<file path="src/rtl/adder_pkg.sv">
`default_nettype none
// ============================================================================
// Module   : adder_pkg
// Brief    : Shared types and sizing helpers for the bit-serial adder.
// Revision : 1.0
// ============================================================================
package adder_pkg;

  typedef enum logic [1:0] {
    IDLE = 2'd0,
    RUN  = 2'd1,
    DONE = 2'd2
  } state_t;

  function automatic int cnt_width(input int w);
    return (w < 2) ? 1 : $clog2(w);
  endfunction

endpackage
`default_nettype wire

</file>
<file path="src/rtl/fa.sv">
`default_nettype none
// ============================================================================
// Module   : ha / fa
// Brief    : Half adder and the full adder built from two of them.
// Revision : 1.0
// ============================================================================
module ha (
  input  logic a,
  input  logic b,
  output logic s,
  output logic c
);
  assign s = a ^ b;
  assign c = a & b;
endmodule

module fa (
  input  logic a,
  input  logic b,
  input  logic ci,
  output logic s,
  output logic co
);
  logic w_s0;
  logic w_c0;
  logic w_c1;

  ha u_ha0 (.a(a),    .b(b),  .s(w_s0), .c(w_c0));
  ha u_ha1 (.a(w_s0), .b(ci), .s(s),    .c(w_c1));

  assign co = w_c0 | w_c1;
endmodule
`default_nettype wire

</file>
<file path="src/rtl/serial_add_ctrl.sv">
`default_nettype none
// ============================================================================
// Module   : serial_add_ctrl
// Brief    : Sequences one shared full adder over WIDTH cycles, LSB first.
// Revision : 1.0
// ============================================================================
module serial_add_ctrl
  import adder_pkg::*;
#(
  parameter int WIDTH = 8
) (
  input  logic             clk,
  input  logic             rst,
  input  logic             start,
  input  logic [WIDTH-1:0] a,
  input  logic [WIDTH-1:0] b,
  input  logic             cin,
  output logic             busy,
  output logic             done,
  output logic [WIDTH-1:0] sum,
  output logic             cout
);

  localparam int CNT_W = cnt_width(WIDTH);
  localparam logic [CNT_W-1:0] c_LAST = CNT_W'(WIDTH - 1);

  state_t           r_state;
  state_t           w_next;
  logic [WIDTH-1:0] r_sa;
  logic [WIDTH-1:0] r_sb;
  logic [WIDTH-1:0] r_sum_sh;
  logic [WIDTH-1:0] r_sum;
  logic             r_c;
  logic             r_cout;
  logic [CNT_W-1:0] r_cnt;
  logic             w_fa_s;
  logic             w_fa_co;
  logic             w_accept;
  logic             w_last;

  fa u_fa (
    .a  (r_sa[0]),
    .b  (r_sb[0]),
    .ci (r_c),
    .s  (w_fa_s),
    .co (w_fa_co)
  );

  assign w_accept = start && (r_state != RUN);
  assign w_last   = (r_state == RUN) && (r_cnt == c_LAST);

  always_comb begin
    w_next = r_state;
    case (r_state)
      IDLE:    if (start) w_next = RUN;
      RUN:     if (r_cnt == c_LAST) w_next = DONE;
      DONE:    w_next = start ? RUN : IDLE;
      default: w_next = IDLE;
    endcase
  end

  always_ff @(posedge clk) begin
    if (rst) begin
      r_state  <= IDLE;
      r_sa     <= '0;
      r_sb     <= '0;
      r_sum_sh <= '0;
      r_sum    <= '0;
      r_c      <= 1'b0;
      r_cout   <= 1'b0;
      r_cnt    <= '0;
    end else begin
      r_state <= w_next;
      if (w_accept) begin
        r_sa  <= a;
        r_sb  <= b;
        r_c   <= cin;
        r_cnt <= '0;
      end else if (r_state == RUN) begin
        r_sa     <= {1'b0, r_sa[WIDTH-1:1]};
        r_sb     <= {1'b0, r_sb[WIDTH-1:1]};
        r_sum_sh <= {w_fa_s, r_sum_sh[WIDTH-1:1]};
        r_c      <= w_fa_co;
        r_cnt    <= r_cnt + 1'b1;
      end
      // The final bit lands on this same edge, so capture from the adder directly.
      if (w_last) begin
        r_sum  <= {w_fa_s, r_sum_sh[WIDTH-1:1]};
        r_cout <= w_fa_co;
      end
    end
  end

  assign busy = (r_state == RUN);
  assign done = (r_state == DONE);
  assign sum  = r_sum;
  assign cout = r_cout;

endmodule
`default_nettype wire
</file>
<file path="config.mk">
export PLATFORM = sky130hd
export DESIGN_NAME = serial_add_ctrl
export DESIGN_NICKNAME = d
export VERILOG_FILES = /design/src/rtl/adder_pkg.sv /design/src/rtl/fa.sv /design/src/rtl/serial_add_ctrl.sv
export SDC_FILE = /design/constraint.sdc
export NUM_CORES = 1
export LEC_CHECK = 0
export CAP_MARGIN = 40
export CORE_ASPECT_RATIO = 0.9
export CORE_MARGIN = 2
export CORE_UTILIZATION = 46
export DETAILED_ROUTE_END_ITERATION = 10
export PLACE_DENSITY = 0.87
export SYNTH_ARGS = -nofsm -noshare
export SYNTH_HDL_FRONTEND = slang
export SYNTH_SLANG_ARGS = --single-unit
</file>
<file path="constraint.sdc">
create_clock -name clk -period 1.1 [get_ports clk]
set_input_delay 0.22 -clock clk [delete_from_list [all_inputs] [get_ports clk]]
set_output_delay 0.22 -clock clk [all_outputs]
set_load 0.1 [all_outputs]
</file>
==> flow_summary.toml, run 1 <==
[layout]
final_util_pct = 76.2
final_cell_mix = "dfxtp_1 (25), nand2_1 (19), clkdlybuf4s50_1 (19), mux2i_1 (17)"
antenna_cells = 0
area_growth_pct = 56.3
final_cell_area_um2 = 2590
drive_above_1_share_pct = 53.5
finalNonFillerCells = 257
layout.nets = 235
final_common_cell = "dfxtp_1"

[place]
placed_cells = 242
placed_area_um2 = 2190
post-place-ws_ps = -309
place_congestion = 0.671
numPortBuffers = 30
hpwl_um = 2120

[drt]
drt_pre_antenna_iters = 4
route.met3.wl_um = 144
met2_length_um = 2070
ant_nets = 0
drt-initial-drc-count = 52
via_per_inst = 5.20
vias = 1337
top_layer = "met4"
met1Wirelength_um = 1690
drc = 0
wl_per_cell_um = 15.5
wl_um = 3980

[clocking]
root_buffer = "clkbuf_8"
cts_buffer_depth = 2
cts-htree-levels = 2
cts_tree = "built"
clk_latency_ps = 300
cts_buffers = 5
path_clk_slew_ps = 80
cts_sinks = 38
cts-hold-fix-buffers = 0

[power]
pwr-share-seq_pct = 42.8
switching_share_pct = 23.2
p_int_mw = 2.69
switchingPower_mw = 0.815
combPwrFrac_pct = 15.8
ir_drop_mv = 1.25
p_per_area_nw_per_um2 = 1350
p_clk_share_pct = 41.4
p_leak_nw = 1.05

[sta]
setup_viol = 36
hold_ws_ps = 487
drv_slew = 0
fin_crit_ps = 1320
slew_headroom_pct = 85.4
tightest_slew_ps = 213
min_period_over_period_pct = 120
rsz0062_at_grt = "true"
clock_skew_ps = 10.1
fin_ws_ps = -221
hold_viol = 0
fmax_ghz = 0.757

[synth]
synth_area_um2 = 1660
synth_nets = 192
synth_top_family_by_area = "compound AO/OA/AOI/OAI gates"
yosysWarnings = 0
synth-compound-area-share_pct = 17.6
syn_inst = 169
synthSimpleGateAreaFrac_pct = 17.1
synth_seq_cells = 38
yosys.area_share.xor_xnor_pct = 0
synth_mux_area_share_pct = 10.3
synthAdderAreaFrac_pct = 2.71
synth_cell_types = 21
synth_area_per_cell_um2 = 9.82
seq_area_frac_synth_pct = 45.9

[floorplanning]
start_util_pct = 48.7
die-area_um2 = 4100
rows = 20
die-height_um = 61.0
die_width_um = 67.3
coreArea_um2 = 3400
pin_count = 31

[global_route]
grt_first_pass_wirelength_um = 5500
grt_overflow = 0
grt_antenna_before_repair = 0
grt_max_degree = 39
grt_pass1_vias = 1320
grt_usage_pct = 18.6

[setup_path]
worstSetupEndpointType = "primary output"
worstPathMaxFanout = 4
crit_family = "flip-flops"
cp.arrival_ps = 1100
slowest_stage = "dfxtp_4"
worstPathRequired_ps = 880
critPathKind = "reg2out"
crit_top_cell = "buf_12"
critPathMaxStageDelay_ps = 380
cp_cell_sequence = "buf_12, nand2b_4, inv_4, buf_12"
start_kind = "flop"
crit_buf_inv = 3

[run_status]
violations = "negative setup slack"
status = "complete, but fails checks"

[job]
maxCapViolCount = 0

[min_path]
hold_class = "reg2reg"
[area by class of cell]
type	instances	area, um2
clock buffer	6	82.6
clock inverter	2	60.1
fill	217	810
inverter	2	10.0
multi-input combinational	116	968
sequential	38	779
tap	44	55.1
timing repair buffer	49	638
[layer usage]
layer | vias to the layer above | track usage (%)
met3 | 11 | 5.19
met1 | 634 | 19.4
met2 | 31 | 34.2
met4 | 0 | 9.62
li1 | 661 | -
met5 | - | 0
[repair_timing]
item | CTS | global route
endpoints found under the hold margin | 0 | 0
buffers inserted | 3 | 4
pin swaps | 5 | 10
endpoints found under the setup margin | 24 | 35
resized for setup | 30 | 23
cloned | 0 | 1
[stage by stage]
stage	power (mW)	TNS, ps
detailed placement	1.97	-6420
global route	3.63	-4210
global placement	1.95	-5630
CTS	3.46	-1790
finish	3.51	-2800
floorplan	1.84	-247
[final timing paths]
| path | startpoint | to | slack (ps) | cells past startpoint |
|---|---|---|---|---|
| min | r_sum_sh[1]$_SDFFE_PP0P_ | sum[0]$_SDFFE_PP0P_ | 490 | 2 |
| min reg2reg | r_sum_sh[1]$_SDFFE_PP0P_ | sum[0]$_SDFFE_PP0P_ | 490 | 2 |
| max reg2reg | r_cnt[1]$_SDFFE_PP0P_ | sum[1]$_SDFFE_PP0P_ | -130 | 6 |
| max | r_state[0]$_SDFFE_PP0P_ | busy | -220 | 4 |
[synth_stat cells]
library cell,count,area (um2)
a211oi_2,15,188
a21oi_1,19,95.1
a2bb2oi_1,1,8.76
and3b_1,1,8.76
buf_2,3,15.0
buf_4,4,30.0
buf_6,4,45.0
clkbuf_1,2,7.51
dfxtp_1,38,761
fa_1,1,20.0
ha_1,2,25.0
inv_1,1,3.75
inv_4,1,6.26
mux2i_1,17,170
nand2_1,34,128
nand2b_1,2,12.5
nand3b_1,4,30.0
nor2_1,7,26.3
nor2_2,10,62.6
nor2b_1,1,6.26
nor3_1,2,10.0
[registers in the layout, summed over array words and instances (netlist names)]
register	count
r_sa	8
r_sum_sh	7
cout	1
sum	8
r_cnt	3
r_state	2
r_c	1
r_sb	8
[worst reg2reg max path, cell delays in order (launching register included)]
cell,delay [ps]
dfxtp_2,340
ha_4,160
ha_4,160
and3b_2,210
buf_6,140
nand2_2,60
a21oi_2,40
[power groups by stage]
stage | clock network (mW) | logic [mW] | registers [mW]
global placement | 0 | 0.430 | 1.52
floorplan | 0 | 0.322 | 1.52
detailed placement | 0 | 0.440 | 1.52
global route | 1.54 | 0.587 | 1.51
finish | 1.45 | 0.553 | 1.50
CTS | 1.47 | 0.494 | 1.49
[logic make-up (layout without fill, tap and decap cells)]
family | count (synthesis) | in the layout
AOI/OAI and AO/OA | 35 | 35
adders and majority gates | 3 | 3
buffers and inverters | 15 | 59
DFF | 38 | 38
muxes | 17 | 17
and+or+nand+nor | 61 | 61
Note: power is estimated with default switching activity, not from simulation.
==> inputs of run 2 (changes only) <==
--- a/config.mk
+++ b/config.mk
@@ -7,9 +7,11 @@
 export LEC_CHECK = 0
 export CAP_MARGIN = 40
 export CORE_ASPECT_RATIO = 0.9
-export CORE_MARGIN = 2
+export CORE_MARGIN = 8
 export CORE_UTILIZATION = 46
 export DETAILED_ROUTE_END_ITERATION = 10
+export GPL_ROUTABILITY_DRIVEN = 0
+export GPL_TIMING_DRIVEN = 0
 export PLACE_DENSITY = 0.87
 export SYNTH_ARGS = -nofsm -noshare
 export SYNTH_HDL_FRONTEND = slang
==> run 2 against run 1 <==
Net effect: the flow still finishes with violations (negative setup slack); sequential power about the same; power decreased by 15%; critical path depth decreased by 1; clock-buffer cell count decreased by 1; cell area increased by 2.1%; fmax decreased by 0.19%; critical path type unchanged.
==> flow_summary.toml, run 2 (same netlist as run 1, synthesis figures left out) <==
[sta]
hold_ws_ps = 288
tightest_slew_ps = 714
rsz0062_at_grt = "true"
fin_crit_ps = 1320
drv_slew = 0
setup_viol = 42
min_period_over_period_pct = 120
hold_viol = 0
fin_ws_ps = -223
fmax_ghz = 0.756
clock_skew_ps = 6.07
slew_headroom_pct = 52.4

[setup_path]
crit_family = "flip-flops"
r2r_start = "r_state[1]$_SDFFE_PP0P_"
cp.arrival_ps = 1100
worstPathRequired_ps = 880
worstPathMaxFanout = 3
slowest_stage = "dfxtp_2"
critPathKind = "reg2out"
start_kind = "flop"
cp_cell_sequence = "buf_4, nor2b_4, buf_12"
r2r_setup_slack_ps = -200
crit_path_start = "r_state[1]$_SDFFE_PP0P_"
critPathMaxStageDelay_ps = 340
crit_buf_inv = 2
worstSetupEndpointType = "primary output"

[clocking]
clk_latency_ps = 300
cts_sinks = 38
path_clk_slew_ps = 70
cts-hold-fix-buffers = 0
cts_tree = "built"
root_buffer = "clkbuf_8"
cts_buffers = 5
cts_buffer_depth = 2
cts-htree-levels = 2

[global_route]
grt_overflow = 0
grt_max_degree = 13
grt_usage_pct = 14.6
grt_first_pass_wirelength_um = 6670
grt_pass1_vias = 1470
grt_antenna_before_repair = 0

[layout]
final_util_pct = 77.2
final_cell_mix = "nand2_1 (24), dfxtp_1 (23), clkdlybuf4s50_1 (17), mux2i_1 (16), a211oi_2 (15)"
final_common_cell = "nand2_1"
finalNonFillerCells = 269
area_growth_pct = 59.6
nFillCells = 222
layout.nets = 248
drive_above_1_share_pct = 55.6
antenna_cells = 0

[place]
placed_cells = 253
hpwl_um = 2460
numPortBuffers = 29
post-place-ws_ps = -691

[power]
p_leak_nw = 1.11
ir_drop_mv = 0.702
p_per_area_nw_per_um2 = 1130

[run_status]
status = "complete, but fails checks"
violations = "negative setup slack"

[drt]
wl_um = 4430
drc = 0
drt_pre_antenna_iters = 4
wl_per_cell_um = 16.5
vias = 1425
via_per_inst = 5.30
ant_nets = 0
drt-initial-drc-count = 86

[job]
maxCapViolCount = 0

[floorplanning]
die-area_um2 = 5790
die_width_um = 79.3
pin_count = 31
die-height_um = 73.0
rows = 20
coreArea_um2 = 3430
start_util_pct = 48.4

[min_path]
hold_class = "in2reg"
hold_start = "rst"
==> run 2: changes by cell type in the layout (fill, tap and decap cells not counted), moves of 5 or more <==
cell     delta
a21oi_1     +5
a21oi_2     -5
buf_6       +8
nand2_1     +5
nand2_2     -5
nor2_1      -5
==> run 2: worst paths after layout <==
kind	end	cells past startpoint
setup reg to reg	r_cnt[2]$_SDFFE_PP0P_	5
hold / removal	r_sb[2]$_SDFFE_PP0P_	2
setup / recovery	done	3
hold reg to reg	sum[0]$_SDFFE_PP0P_	2
==> run 2: cell type report <==
class	count	area (um2)	share of cell area, %
inverter	2	15.0	0.567
clock buffer	5	68.8	2.60
buffer	11	116	4.40
multi-input combinational	116	970	36.6
tap	44	55.1	2.08
sequential	38	782	29.5
timing repair buffer	51	631	23.8
clock inverter	2	10.0	0.378
==> run 2: worst reg2reg max path, stage by stage, from the launching register on <==
cell and delay, ps:
dfxtp_2 340, nand2b_4 160, buf_4 210, bufbuf_16 280
nand3b_1 80, a21oi_1 160
==> run 2: timing repair <==
action                                  in CTS  in global routing
gates resized for setup                    100                 23
buffers inserted                             9                  4
pin swaps                                    4                  4
endpoints found under the setup margin      45                 47
gates cloned                                 2                  0
==> run 2: per-layer routing <==
| metal | global-route usage [%] | vias to the layer above | share of wire (%) |
|---|---|---|---|
| li1 | - | 689 | - |
| met1 | 16.6 | 688 | 42 |
| met2 | 24.4 | 40 | 50 |
| met3 | 4.19 | 8 | 6.8 |
| met4 | 6.98 | 0 | 1.9 |
| met5 | 0 | - | 0 |
==> run 2: power by group <==
part	switching (mW)	internal [mW]
combinational	0.276	0.295
sequential	0.0562	1.45
clock	0.487	0.425
==> run 2: stage by stage <==
step	cell area [um2]	setup TNS (ps)	total power [mW]
after global routing	2650	-5640	3.12
after floorplan	1720	-247	1.84
after detailed placement	2230	-10610	1.98
final	2650	-3970	2.99
after global placement	2070	-14770	1.96
after CTS	2570	-3910	2.97
==> inputs of run 3 (changes only) <==
--- a/config.mk
+++ b/config.mk
@@ -8,11 +8,12 @@
 export CAP_MARGIN = 40
 export CORE_ASPECT_RATIO = 0.9
 export CORE_MARGIN = 8
-export CORE_UTILIZATION = 46
+export CORE_UTILIZATION = 50
+export CTS_CLUSTER_DIAMETER = 60
 export DETAILED_ROUTE_END_ITERATION = 10
 export GPL_ROUTABILITY_DRIVEN = 0
 export GPL_TIMING_DRIVEN = 0
-export PLACE_DENSITY = 0.87
+export PLACE_DENSITY = 0.89
 export SYNTH_ARGS = -nofsm -noshare
 export SYNTH_HDL_FRONTEND = slang
 export SYNTH_SLANG_ARGS = --single-unit
==> constraint.sdc (replaced) <==
create_clock -name clk -period 1.7 [get_ports clk]
set_input_delay 0.34 -clock clk [delete_from_list [all_inputs] [get_ports clk]]
set_output_delay 0.34 -clock clk [all_outputs]
set_load 0.1 [all_outputs]
==> run 3 against run 2 <==
Net effect: the run now ends clean; clock power shrank 16%; core utilization shrank 9.5 points; final cell count decreased by 7.8%; critical path type unchanged; highest routed layer unchanged.
==> flow_summary.toml, run 3 (same netlist as run 1, synthesis figures left out) <==
[run_status]
status = "finished, final reports clean"

[clocking]
cts-htree-levels = 2
clk_latency_ps = 290
cts_buffer_depth = 2
cts_buffers = 5
cts-hold-fix-buffers = 0
cts_tree = "built"
cts_sinks = 38
root_buffer = "clkbuf_8"
path_clk_slew_ps = 70

[setup_path]
worstPathRequired_ps = 1360
worstPathMaxFanout = 13
critPathKind = "reg2out"
cp_cell_sequence = "nand2b_1, buf_6, inv_4, buf_12"
crit_buf_inv = 3
r2r_start = "r_cnt[0]$_SDFFE_PP0P_"
worstSetupEndpointType = "primary output"
crit_path_start = "r_state[1]$_SDFFE_PP0P_"
crit_family = "buffers and inverters"
cp.arrival_ps = 1250
critPathMaxStageDelay_ps = 330
slowest_stage = "dfxtp_1"
start_kind = "flop"

[floorplanning]
pin_count = 31
start_util_pct = 50.6
coreArea_um2 = 3280
die-area_um2 = 5420
rows = 20
die_width_um = 76.7
die-height_um = 70.6

[drt]
drt_pre_antenna_iters = 4
drc = 0
ant_nets = 0
via_per_inst = 5.24
wl_per_cell_um = 14.1
vias = 1300
wl_um = 3500
drt-initial-drc-count = 83

[sta]
fin_crit_ps = 1590
fmax_ghz = 0.629
drv_slew = 0
clock_skew_ps = 6.75
min_period_over_period_pct = 93.5
slew_headroom_pct = 54.3
tightest_slew_ps = 685
setup_viol = 0
setup-tns-final_ps = 0
rsz0062_at_grt = "false"
hold_viol = 0

[min_path]
hold_class = "in2reg"
hold_start = "rst"

[layout]
layout.nets = 227
final_util_pct = 67.7
final_cell_mix = "dfxtp_1 (37), nand2_1 (34), a21oi_1 (19), clkdlybuf4s50_1 (18), mux2i_1 (17)"
drive_above_1_share_pct = 27.5
area_growth_pct = 33.8
final_common_cell = "dfxtp_1"
antenna_cells = 0
nFillCells = 239

[power]
p_per_area_nw_per_um2 = 910
ir_drop_mv = 0.738
p_leak_nw = 0.855

[global_route]
grt_usage_pct = 13.7
grt_pass1_vias = 1347
grt_max_degree = 12
grt_overflow = 0
grt_antenna_before_repair = 0
grt_first_pass_wirelength_um = 5950

[place]
hpwl_um = 2560
numPortBuffers = 29

[job]
maxCapViolCount = 0
run 3: changes by cell type in the layout (fill, tap and decap cells not counted), sizes merged:
cell,change
bufbuf,-1
clkdlybuf4s50,+1
clkbuf,+1
dlygate4sd2,-1
clkinv,-2
buf,-20
bufinv,+1
run 3: repair_timing:
item                                    CTS  global route
endpoints found under the setup margin    4             8
buffers inserted                          0             0
resized for setup                         5             7
hold endpoints to repair                  0             0
run 3: worst reg2reg max path, delay by kind of cell, from the launching register on:
kind | cells | cell delay (ps)
simple gates | 2 | 430
flops | 1 | 330
compound gates | 1 | 160
fa+ha+maj | 2 | 420
run 3: per-stage QoR:
step           total power [mW]  hold WS (ps)  worst slack, ps  cells  instance area, um2
5_1_grt                    2.10           400             50.9    248                2220
3_5_place_dp               1.28           449             -181    253                2170
4_1_cts                    2.03           391             3.00    256                2270
6_report                   2.02           377              111    248                2220
3_3_place_gp               1.26           444             -576    242                2010
2_1_floorplan              1.18           432              209    169                1660
run 3: cell type report:
cell class              instances  area [um2]  share of cell area, %
clock inverters                 1        30.0                   1.35
clock buffers                   6        82.6                   3.72
multi-input cells             116         793                   35.7
repair buffers                 29         400                   18.0
flip-flops and latches         38         762                   34.3
well taps                      44        55.1                   2.48
plain buffers                  12        86.3                   3.89
inverters                       2        10.0                  0.451
run 3: final timing paths:
| check | end | slack, ps | cells after the start |
|---|---|---|---|
| setup / recovery | busy | 110 | 4 |
| hold / removal | r_sb[4]$_SDFFE_PP0P_ | 380 | 2 |
| setup reg to reg | sum[7]$_SDFFE_PP0P_ | 300 | 5 |
| hold reg to reg | r_sum_sh[1]$_SDFFE_PP0P_ | 460 | 2 |
run 3: power by group:
group	switching (mW)	total (mW)	leakage (nW)	internal, mW
clock	0.299	0.768	0.0573	0.469
combinational	0.146	0.284	0.487	0.138
sequential	0.0311	0.967	0.311	0.936
run 3: metal layers:
layer | vias to the layer above | GRT usage [%] | routed length [um]
li1 | 644 | - | -
met1 | 624 | 13.7 | 1480
met2 | 24 | 24.0 | 1780
met3 | 8 | 3.80 | 151
met4 | 0 | 10.0 | 91
met5 | - | 0 | 0
